`config.mk`:
```
export PLATFORM = sky130hd
export DESIGN_NAME = cpu_trace_emitter
export DESIGN_NICKNAME = d
export VERILOG_FILES = /design/src/rtl/cpu_trace_pkg.sv /design/src/rtl/bin2bcd_seq.sv /design/src/rtl/cpu_trace_emitter.sv
export SDC_FILE = /design/constraint.sdc
export NUM_CORES = 1
export LEC_CHECK = 0
export ABC_AREA = 1
export CAP_MARGIN = 20
export CORE_ASPECT_RATIO = 0.7
export CORE_MARGIN = 2
export CORE_UTILIZATION = 34
export DETAILED_ROUTE_END_ITERATION = 12
export HOLD_SLACK_MARGIN = 0.05
export PLACE_DENSITY = 0.61
export SETUP_SLACK_MARGIN = 0.05
export SLEW_MARGIN = 20
export SYNTH_ARGS = -nofsm -noshare
export SYNTH_HDL_FRONTEND = slang
export SYNTH_SLANG_ARGS = --single-unit
export TNS_END_PERCENT = 5
```
`constraint.sdc`:
```
create_clock -name clk -period 5.85 [get_ports clk]
set_clock_uncertainty 0.1 [all_clocks]
set_input_delay 0.8775 -clock clk [delete_from_list [all_inputs] [get_ports clk]]
set_output_delay 0.8775 -clock clk [all_outputs]
set_load 0.1 [all_outputs]
```
`src/rtl/cpu_trace_pkg.sv`:
```
`default_nettype none
// +----------------------------------------------------------------------+
// | cpu_trace_pkg: shared constants, state encoding, nibble-to-ASCII      |
// | Revision: 1.0                                                         |
// +----------------------------------------------------------------------+
package cpu_trace_pkg;

  localparam logic [7:0] CARET  = 8'h5e;
  localparam logic [7:0] AT     = 8'h40;
  localparam logic [7:0] COLON  = 8'h3a;
  localparam logic [7:0] SPACE  = 8'h20;
  localparam logic [7:0] DOLLAR = 8'h24;
  localparam logic [7:0] STAR   = 8'h2a;
  localparam logic [7:0] LT     = 8'h3c;
  localparam logic [7:0] EQ     = 8'h3d;
  localparam logic [7:0] HASH   = 8'h23;

  localparam logic [1:0] REC_REG = 2'b01;
  localparam logic [1:0] REC_MEM = 2'b10;

  localparam logic [13:0] TIME_MAX    = 14'd9999;
  localparam logic [3:0]  CONV_CYCLES = 4'd14;

  typedef enum logic [1:0] {
    IDLE = 2'd0,
    CONV = 2'd1,
    EMIT = 2'd2
  } state_t;

  // Lowercase hex digit.
  function automatic logic [7:0] nib2ascii(input logic [3:0] n);
    return (n < 4'd10) ? (8'h30 + {4'h0, n}) : (8'h57 + {4'h0, n});
  endfunction

endpackage
`default_nettype wire

```
`src/rtl/bin2bcd_seq.sv`:
```
`default_nettype none
// +----------------------------------------------------------------------+
// | bin2bcd_seq: 14-bit sequential double-dabble, one shift per cycle     |
// | Revision: 1.0                                                         |
// +----------------------------------------------------------------------+
module bin2bcd_seq
  import cpu_trace_pkg::*;
(
  input  logic        clk,
  input  logic        reset,
  input  logic        start,
  input  logic [13:0] bin,
  output logic        done,
  output logic [15:0] bcd
);

  logic [13:0] r_bin;
  logic [15:0] r_bcd;
  logic [3:0]  r_cnt;
  logic [15:0] w_adj;

  always_comb begin
    w_adj = r_bcd;
    for (int i = 0; i < 4; i++) begin
      if (r_bcd[4*i +: 4] >= 4'd5) w_adj[4*i +: 4] = r_bcd[4*i +: 4] + 4'd3;
    end
  end

  always_ff @(posedge clk or posedge reset) begin
    if (reset) begin
      r_bin <= '0;
      r_bcd <= '0;
      r_cnt <= '0;
    end else if (start) begin
      r_bin <= bin;
      r_bcd <= '0;
      r_cnt <= CONV_CYCLES;
    end else if (r_cnt != 4'd0) begin
      r_bcd <= {w_adj[14:0], r_bin[13]};
      r_bin <= {r_bin[12:0], 1'b0};
      r_cnt <= r_cnt - 4'd1;
    end
  end

  // High during the final shift cycle, so bcd is complete from the next cycle.
  assign done = (r_cnt == 4'd1);
  assign bcd  = r_bcd;

endmodule
`default_nettype wire

```
`src/rtl/cpu_trace_emitter.sv`:
```
`default_nettype none
// +----------------------------------------------------------------------+
// | cpu_trace_emitter: serialises register/memory trace records as ASCII  |
// | Revision: 1.0                                                         |
// +----------------------------------------------------------------------+
module cpu_trace_emitter
  import cpu_trace_pkg::*;
#(
  parameter int COLON_SPACES  = 1,
  parameter int ASSIGN_SPACES = 1
) (
  input  logic        clk,
  input  logic        reset,
  input  logic        in_valid,
  output logic        in_ready,
  input  logic [1:0]  in_type,
  input  logic [13:0] in_time,
  input  logic [31:0] in_pc,
  input  logic [4:0]  in_grf,
  input  logic [31:0] in_addr,
  input  logic [31:0] in_data,
  output logic        out_valid,
  input  logic        out_ready,
  output logic [7:0]  char,
  output logic        busy,
  output logic        time_sat
);

  state_t      r_state;
  logic [31:0] r_pc, r_addr, r_data;
  logic [4:0]  r_grf;
  logic        r_is_mem;
  logic [5:0]  r_idx;
  logic [7:0]  r_char;
  logic        r_out_valid, r_busy, r_time_sat;

  logic        w_accept, w_bcd_done;
  logic [13:0] w_time;
  logic [15:0] w_bcd;
  logic [2:0]  w_td;
  logic [1:0]  w_gd, w_tens;
  logic [3:0]  w_ones;
  logic [5:0]  w_fl, w_idx;
  logic [5:0]  w_p_at, w_p_colon, w_p_tag, w_p_sp, w_p_eq, w_p_data, w_p_hash;
  logic [7:0]  w_next_char;

  function automatic logic [3:0] bcd_nib(input logic [15:0] b, input logic [1:0] sel);
    return b[{sel, 2'b00} +: 4];
  endfunction

  function automatic logic [3:0] word_nib(input logic [31:0] w, input logic [2:0] k);
    return w[{3'd7 - k, 2'b00} +: 4];
  endfunction

  assign w_accept = (r_state == IDLE) && in_valid;
  assign w_time   = (in_time > TIME_MAX) ? TIME_MAX : in_time;

  bin2bcd_seq u_bcd (
    .clk   (clk),
    .reset (reset),
    .start (w_accept),
    .bin   (w_time),
    .done  (w_bcd_done),
    .bcd   (w_bcd)
  );

  always_comb begin
    if      (w_bcd[15:12] != 4'd0) w_td = 3'd4;
    else if (w_bcd[11:8]  != 4'd0) w_td = 3'd3;
    else if (w_bcd[7:4]   != 4'd0) w_td = 3'd2;
    else                           w_td = 3'd1;
  end

  assign w_tens = (r_grf >= 5'd30) ? 2'd3 : (r_grf >= 5'd20) ? 2'd2 :
                  (r_grf >= 5'd10) ? 2'd1 : 2'd0;
  assign w_ones = 4'(r_grf - 5'(w_tens) * 5'd10);
  assign w_gd   = (r_grf >= 5'd10) ? 2'd2 : 2'd1;
  assign w_fl   = r_is_mem ? 6'd8 : 6'(w_gd);

  // Start position of every field inside the string.
  assign w_p_at    = 6'(w_td) + 6'd1;
  assign w_p_colon = w_p_at + 6'd9;
  assign w_p_tag   = w_p_colon + 6'(COLON_SPACES) + 6'd1;
  assign w_p_sp    = w_p_tag + w_fl + 6'd1;
  assign w_p_eq    = w_p_sp + 6'd2;
  assign w_p_data  = w_p_eq + 6'(ASSIGN_SPACES) + 6'd1;
  assign w_p_hash  = w_p_data + 6'd8;

  assign w_idx = r_idx + 6'd1;

  // Character for the index after the one currently presented.
  always_comb begin
    w_next_char = HASH;
    if (w_idx <= 6'(w_td))
      w_next_char = nib2ascii(bcd_nib(w_bcd, 2'(6'(w_td) - w_idx)));
    else if (w_idx == w_p_at)
      w_next_char = AT;
    else if (w_idx < w_p_colon)
      w_next_char = nib2ascii(word_nib(r_pc, 3'(w_idx - w_p_at - 6'd1)));
    else if (w_idx == w_p_colon)
      w_next_char = COLON;
    else if (w_idx < w_p_tag)
      w_next_char = SPACE;
    else if (w_idx == w_p_tag)
      w_next_char = r_is_mem ? STAR : DOLLAR;
    else if (w_idx < w_p_sp) begin
      if (r_is_mem)
        w_next_char = nib2ascii(word_nib(r_addr, 3'(w_idx - w_p_tag - 6'd1)));
      else if (w_gd == 2'd2 && w_idx == w_p_tag + 6'd1)
        w_next_char = nib2ascii({2'b00, w_tens});
      else
        w_next_char = nib2ascii(w_ones);
    end
    else if (w_idx == w_p_sp)
      w_next_char = SPACE;
    else if (w_idx == w_p_sp + 6'd1)
      w_next_char = LT;
    else if (w_idx == w_p_eq)
      w_next_char = EQ;
    else if (w_idx < w_p_data)
      w_next_char = SPACE;
    else if (w_idx < w_p_hash)
      w_next_char = nib2ascii(word_nib(r_data, 3'(w_idx - w_p_data)));
  end

  always_ff @(posedge clk or posedge reset) begin
    if (reset) begin
      r_state     <= IDLE;
      r_pc        <= '0;
      r_addr      <= '0;
      r_data      <= '0;
      r_grf       <= '0;
      r_is_mem    <= 1'b0;
      r_idx       <= '0;
      r_char      <= 8'h00;
      r_out_valid <= 1'b0;
      r_busy      <= 1'b0;
      r_time_sat  <= 1'b0;
    end else begin
      r_time_sat <= 1'b0;
      case (r_state)
        IDLE: begin
          if (in_valid) begin
            r_pc       <= in_pc;
            r_addr     <= in_addr;
            r_data     <= in_data;
            r_grf      <= in_grf;
            r_is_mem   <= (in_type == REC_MEM);
            r_time_sat <= (in_time > TIME_MAX);
            r_busy     <= 1'b1;
            r_state    <= CONV;
          end
        end
        CONV: begin
          if (w_bcd_done) begin
            r_idx       <= '0;
            r_char      <= CARET;
            r_out_valid <= 1'b1;
            r_state     <= EMIT;
          end
        end
        EMIT: begin
          if (out_ready) begin
            if (r_idx == w_p_hash) begin
              r_idx       <= '0;
              r_char      <= 8'h00;
              r_out_valid <= 1'b0;
              r_busy      <= 1'b0;
              r_state     <= IDLE;
            end else begin
              r_idx  <= w_idx;
              r_char <= w_next_char;
            end
          end
        end
        default: r_state <= IDLE;
      endcase
    end
  end

  assign in_ready  = (r_state == IDLE);
  assign out_valid = r_out_valid;
  assign char      = r_char;
  assign busy      = r_busy;
  assign time_sat  = r_time_sat;

endmodule
`default_nettype wire

```
After elaboration in Yosys (flattened, before gate mapping)
Index checks and enable logic that the tools add are counted.
{ "totals": {"ff_bits": 155, "wordCells": 172, "output_inout_bits": 12} }
{ "classes": {"mul": 1, "n_lt_le_gt_ge": 20, "shifts": 4, "n_addsub": 40, "n_reduce_logical": 15, "eq_ne": 17, "mux": 61} }
{ "op_table": {"columns": ["cell", "n"], "rows": [
  ["8-bit 2-to-1 mux", 23],
  ["32-bit by 6-bit indexed part select with 4-bit output", 3],
  ["6-bit by 1-bit adder with 6-bit output, second input constant", 7],
  ["14-bit 2-to-1 mux", 3],
  ["7-bit by 4-bit adder with 8-bit output, first input constant", 5],
  ["6-bit equality test", 6],
  ["6-bit by 4-bit adder with 7-bit output, first input constant", 5],
  ["16-bit 2-to-1 mux", 2],
  ["4-bit 2-to-1 mux", 7],
  ["6-bit less-than comparator", 4],
  ["4-bit less-than comparator, second input constant", 5],
  ["2-bit 2-to-1 mux", 9],
  ["6-bit 2-to-1 mux", 3],
  ["4-bit by 3-bit greater-or-equal comparator with 1-bit output, second input constant", 4],
  ["8-bit one-hot mux with 2 select lines", 1],
  ["4-bit nonzero test", 4],
  ["16-bit by 5-bit indexed part select with 4-bit output", 1],
  ["14-bit > comparator, second input constant", 1],
  ["4-bit by 2-bit adder with 4-bit output, second input constant", 3],
  ["6-bit one-hot mux with 2 select lines", 1],
  ["4-bit AND reduction", 3],
  ["5-bit greater-or-equal comparator, second input constant", 2],
  ["3-bit subtractor", 3],
  ["3-bit subtractor, first input constant", 3],
  ["34 further kinds", 50]
]} }

Logic depth before layout (Yosys ltp)
{ "logic_depth": {"ltp_word": 33, "depth_mapped": 47, "depth_no_buf": 47} }

Modules after synthesis
Synthesis repeated with hierarchy kept, for this count alone.
{ "hier_totals": {"cells_unflattened": 1484, "area_unflattened_um2": 10430.0} }
{ "modules_own_cells": {"columns": ["mod", "area_per_inst_um2", "seq_area_each_um2", "cells_each", "n_inst"], "rows": [
  ["cpu_trace_emitter", 8388.0, 3002.9, 1223, 1],
  ["bin2bcd_seq", 2042.0, 850.8, 261, 1]
]} }

Worst setup path after synthesis
Ideal clock, no wire load.
{ "synth_path": {"path_kind": "reg2reg", "start": "register u_bcd.r_bcd[12] (netlist: u_bcd.bcd[12])", "end": "register r_char[3] (netlist: char[3])", "required_ns": 5.672, "setup_time_ns": 0.078, "path_stages_with_launch": 45, "arrival_ns": 5.105, "slack_ns": 0.567, "n_path_buf": 1, "path_cell_list": "dfrtp_1 > inv_1 > ha_1 > nand3_4 > buf_4 > a21oi_1 > ha_1 > inv_1 > nand3_2 > nand3_4 > nand2_1 > inv_1 > ha_1 > inv_1 > nand2_4 > nand2_2 > nand2_2 > inv_1 > (+9 left out) > nand2_1 > nand2_2 > ha_1 > a21oi_1 > o21ai_0 > a21oi_1 > inv_1 > nor2_1 > nand3_1 > nand2_1 > o21bai_1 > nand2_1 > nand2_1 > nand2_1 > nand2_1 > nand2_1 > nand2_1 > a21oi_1"} }
{ "synth_between": {"elab_chain_len": 31} }
{ "synth_rtl": {"columns": ["item", "line_no", "text"], "rows": [
  ["start, declared", "bin2bcd_seq.sv:18", "logic [15:0] r_bcd;"],
  ["start signal, assigned", "bin2bcd_seq.sv:39", "r_bcd <= {w_adj[14:0], r_bin[13]};"],
  ["4-bit nonzero test", "cpu_trace_emitter.sv:68", "if (w_bcd[15:12] != 4'd0) w_td = 3'd4;"],
  ["3-bit 2-to-1 mux", "cpu_trace_emitter.sv:68", null],
  ["3-bit by 1-bit adder with 4-bit output", "cpu_trace_emitter.sv:81", "assign w_p_at = 6'(w_td) + 6'd1;"],
  ["4-bit by 4-bit adder with 5-bit output", "cpu_trace_emitter.sv:82", "assign w_p_colon = w_p_at + 6'd9;"],
  ["5-bit by 1-bit adder with 6-bit output", "cpu_trace_emitter.sv:83", "assign w_p_tag = w_p_colon + 6'(COLON_SPACES) + 6'd1;"],
  ["6-bit by 1-bit adder with 6-bit output", "cpu_trace_emitter.sv:83", null],
  ["6-bit by 4-bit adder with 6-bit output", "cpu_trace_emitter.sv:84", "assign w_p_sp = w_p_tag + w_fl + 6'd1;"],
  ["6-bit by 1-bit adder with 6-bit output", "cpu_trace_emitter.sv:84", null],
  ["(+15 left out)", null, null],
  ["8-bit 2-to-1 mux", "cpu_trace_emitter.sv:102", "else if (w_idx < w_p_tag)"],
  ["8-bit 2-to-1 mux", "cpu_trace_emitter.sv:100", "else if (w_idx == w_p_colon)"],
  ["8-bit 2-to-1 mux", "cpu_trace_emitter.sv:98", "else if (w_idx < w_p_colon)"],
  ["8-bit 2-to-1 mux", "cpu_trace_emitter.sv:96", "else if (w_idx == w_p_at)"],
  ["8-bit 2-to-1 mux", "cpu_trace_emitter.sv:94", "if (w_idx <= 6'(w_td))"],
  ["8-bit 2-to-1 mux *", "cpu_trace_emitter.sv:164", "if (r_idx == w_p_hash) begin"],
  ["8-bit 2-to-1 mux *", "cpu_trace_emitter.sv:163", "if (out_ready) begin"],
  ["8-bit one-hot mux with 2 select lines *", "cpu_trace_emitter.sv:141", "case (r_state)"],
  ["end signal, assigned", "cpu_trace_emitter.sv:172", "r_char <= w_next_char;"],
  ["end, declared", "cpu_trace_emitter.sv:34", "logic [7:0] r_char;"]
]} }
Every way passes the cells marked *; elsewhere a longest branch is shown, timed or not. The select of a mux whose other input is x is not followed.
A chain may end at the register's enable or synchronous reset.

Worst setup path after layout
{ "layout_path": {"start": "register u_bcd.r_bcd[8] (netlist: u_bcd.bcd[8])", "end": "register r_char[0] (netlist: char[0])"} }
{ "layout_between": {"elab_chain_len": 32} }
{ "layout_rtl": {"columns": ["item", "line_no", "text"], "rows": [
  ["4-bit nonzero test", "cpu_trace_emitter.sv:69", "else if (w_bcd[11:8] != 4'd0) w_td = 3'd3;"],
  ["2-bit 2-to-1 mux", "cpu_trace_emitter.sv:69", null],
  ["3-bit 2-to-1 mux", "cpu_trace_emitter.sv:68", null],
  ["3-bit by 1-bit adder with 4-bit output", "cpu_trace_emitter.sv:81", null],
  ["4-bit by 4-bit adder with 5-bit output", "cpu_trace_emitter.sv:82", null],
  ["5-bit by 1-bit adder with 6-bit output", "cpu_trace_emitter.sv:83", null],
  ["6-bit by 1-bit adder with 6-bit output", "cpu_trace_emitter.sv:83", null],
  ["6-bit by 4-bit adder with 6-bit output", "cpu_trace_emitter.sv:84", null],
  ["(+16 left out)", null, null],
  ["8-bit 2-to-1 mux", "cpu_trace_emitter.sv:102", null],
  ["8-bit 2-to-1 mux", "cpu_trace_emitter.sv:100", null],
  ["8-bit 2-to-1 mux", "cpu_trace_emitter.sv:98", null],
  ["8-bit 2-to-1 mux", "cpu_trace_emitter.sv:96", null],
  ["8-bit 2-to-1 mux", "cpu_trace_emitter.sv:94", null],
  ["8-bit 2-to-1 mux *", "cpu_trace_emitter.sv:164", null],
  ["8-bit 2-to-1 mux *", "cpu_trace_emitter.sv:163", null],
  ["8-bit one-hot mux with 2 select lines *", "cpu_trace_emitter.sv:141", null]
]} }
Marked as above.

==> results.cfg <==
[critical_path]
crit_path_frequent_cell = nand2_1
worstPathRequired_ps = 6080
max_stage_delay_ps = 410
startpoint_type = flip-flop
r2r_slack_ps = 450
critPathMaxFanout = 7
path_class = reg -> reg
endpoint_kind = flip-flop
critPathSlowestCell = dfrtp_1
cp.arrival_ps = 5630

[route]
viasPerCell = 5.01
drt_wl_total_um = 29400
drc = 0
drt-initial-drc-count = 802
post_drt_wl_per_cell_um = 15.5
vias = 9496
postRouteAntennaNets = 0
dr.pass1.iters = 5

[logic_synthesis]
ys_types = 54
yosys.area.top_type_share_pct = 38.1
yosys_most_used_dff = dfrtp_1
yosysWarnings = 0
yosysMostFrequentCell = nand2_1
ys_ff_latch = 154
synth_edf_count = 0
netlist_top_cells_count = 452 x nand2_1, 154 x dfrtp_1, 147 x inv_1
synthTopCellsByArea = dfrtp_1 38%, nand2_1 17%, ha_1 7.2%
syn-cell-area_sq_um = 10100
yosysSeqAreaShare_pct = 38.1
synth_top_area_cell = dfrtp_1
avgSynthCellArea_sq_um = 7.32
synthCells = 1382
async_reset_ff_share_pct = 100

[outcome]
status = finished clean

[placement]
gp_congestion = 0.911
dp.cells = 1864
dpl.hpwl_um = 22300
portBuffers = 131

[clocking]
clk_path_buf_depth = 2
hold_buffers = 0
clock-sinks = 154
clkTransAtPathRegs_ps = 60
cts-buffers-inserted = 17
cts_tree = yes
ctsHtreeMaxLevel = 4
clock_latency_ps = 440
cts_root_buf = clkbuf_16

[timing]
worst_pin_slew_ps = 998
hold_viol_final = 0
worst_hold_slack_ps = 372
fmax_mhz = 185
final.min_clock_period_ps = 5400
rsz0062_at_grt = no
setup_viol = 0
drv_slew = 0
tns_ps = 0
fin_crit_sh_pct = 92.3
slew_headroom_pct = 33.3

[min_path]
holdCritPathClass = reg -> reg

[layout]
instances_no_fill = 1897
multi_input_area_sq_um = 5530
finalNetCount = 1689
fillCellCount = 2898
syn_to_final_growth_pct = 23.4
num_antenna_cells = 0
seqCellArea_sq_um = 3850
layout-drive-gt1-share_pct = 8.43

[die]
initial_core_util_pct = 34.8
die_w_um = 210
rows = 52
die-area_sq_um = 31200
die_h_um = 148
ioPinCount = 133
coreArea_sq_um = 29100

[grt]
grt_first_pass_wirelength_um = 47900
grt_usage_pct = 19.5
antenna_found_initial = 1
grt_max_degree = 78
grt-ovfl-total = 0
first_global_vias = 8972

[flow_run]
cap_viol_max_count = 0
flip-flops by register name, summed over array words and instances, names as in the netlist, 4 cells and up:
signal       cells
r_pc            32
r_idx            6
r_data          32
u_bcd.r_cnt      4
r_addr          32
char             7
r_grf            5
u_bcd.bcd       16
u_bcd.r_bin     14
worst paths after layout:
kind	startpoint	to	cells after the start
max	u_bcd.bcd[8]	char[0]	34
min	r_data[20]	r_data[20]	2
max reg2reg	u_bcd.bcd[8]	char[0]	34
min reg2reg	r_data[20]	r_data[20]	2
max in group asynchronous	reset	r_data[13]	3
min in group asynchronous	reset	r_pc[6]	2
timing repair:
item	in CTS	in global routing
setup endpoints to repair	0	13
gates resized for setup	0	21
buffers inserted	0	1
worst max-delay path: cells and delay by family (launching register included):
kind | cells | cell delay, ps
compound gates | 4 | 790
xor+xnor | 3 | 750
fa+ha+maj | 5 | 1330
buf+inv | 6 | 510
flops | 1 | 410
simple gates | 16 | 1380
cells by family after synthesis:
| kind of cell | share of synthesized area, % |
|---|---|
| flip-flops | 38.1 |
| adder cells (fa/ha/maj) | 7.97 |
| AO/OA/AOI/OAI | 15.1 |
| buffers and inverters | 7.86 |
| other | 0.0371 |
| XOR/XNOR | 2.61 |
| AND/OR/NAND/NOR | 28.3 |
layout make-up:
type | count | area share (%)
clock buffers | 20 | 3.66
clock inverters | 12 | 0.702
inverters | 163 | 5.03
multi-input cells | 1021 | 44.3
flip-flops and latches | 154 | 30.9
well taps | 378 | 3.79
repair buffers | 149 | 11.6
metrics by stage:
stage               setup WS (ps)  instance area (sq um)  utilization [%]
floorplan                     567                  10100                -
global placement              409                  11900             40.8
detailed placement            122                  11900             40.8
CTS                          87.4                  12400             42.7
global route                 61.8                  12500             42.9
finish                        448                  12500             42.9
per-layer routing:
metal	share of wire, %	wire [um]	global-route usage [%]
met1	52	15300	30.6
met2	40	11700	26.7
met5	0	0	0
met4	0.74	219	4.11
met3	7.7	2260	4.81
layout by cell type (no fill, tap or decap), types with 20 or more instances in the layout:
master,n
ha_1,55
dfrtp_1,154
inv_1,138
a21oi_1,40
nand3_1,56
inv_2,20
nand2_1,451
clkdlybuf4s50_1,131
nor2_1,88
o21ai_0,143
Power is not shown: default switching activity piles up to over one toggle a cycle in this logic, so the estimate is an artifact.
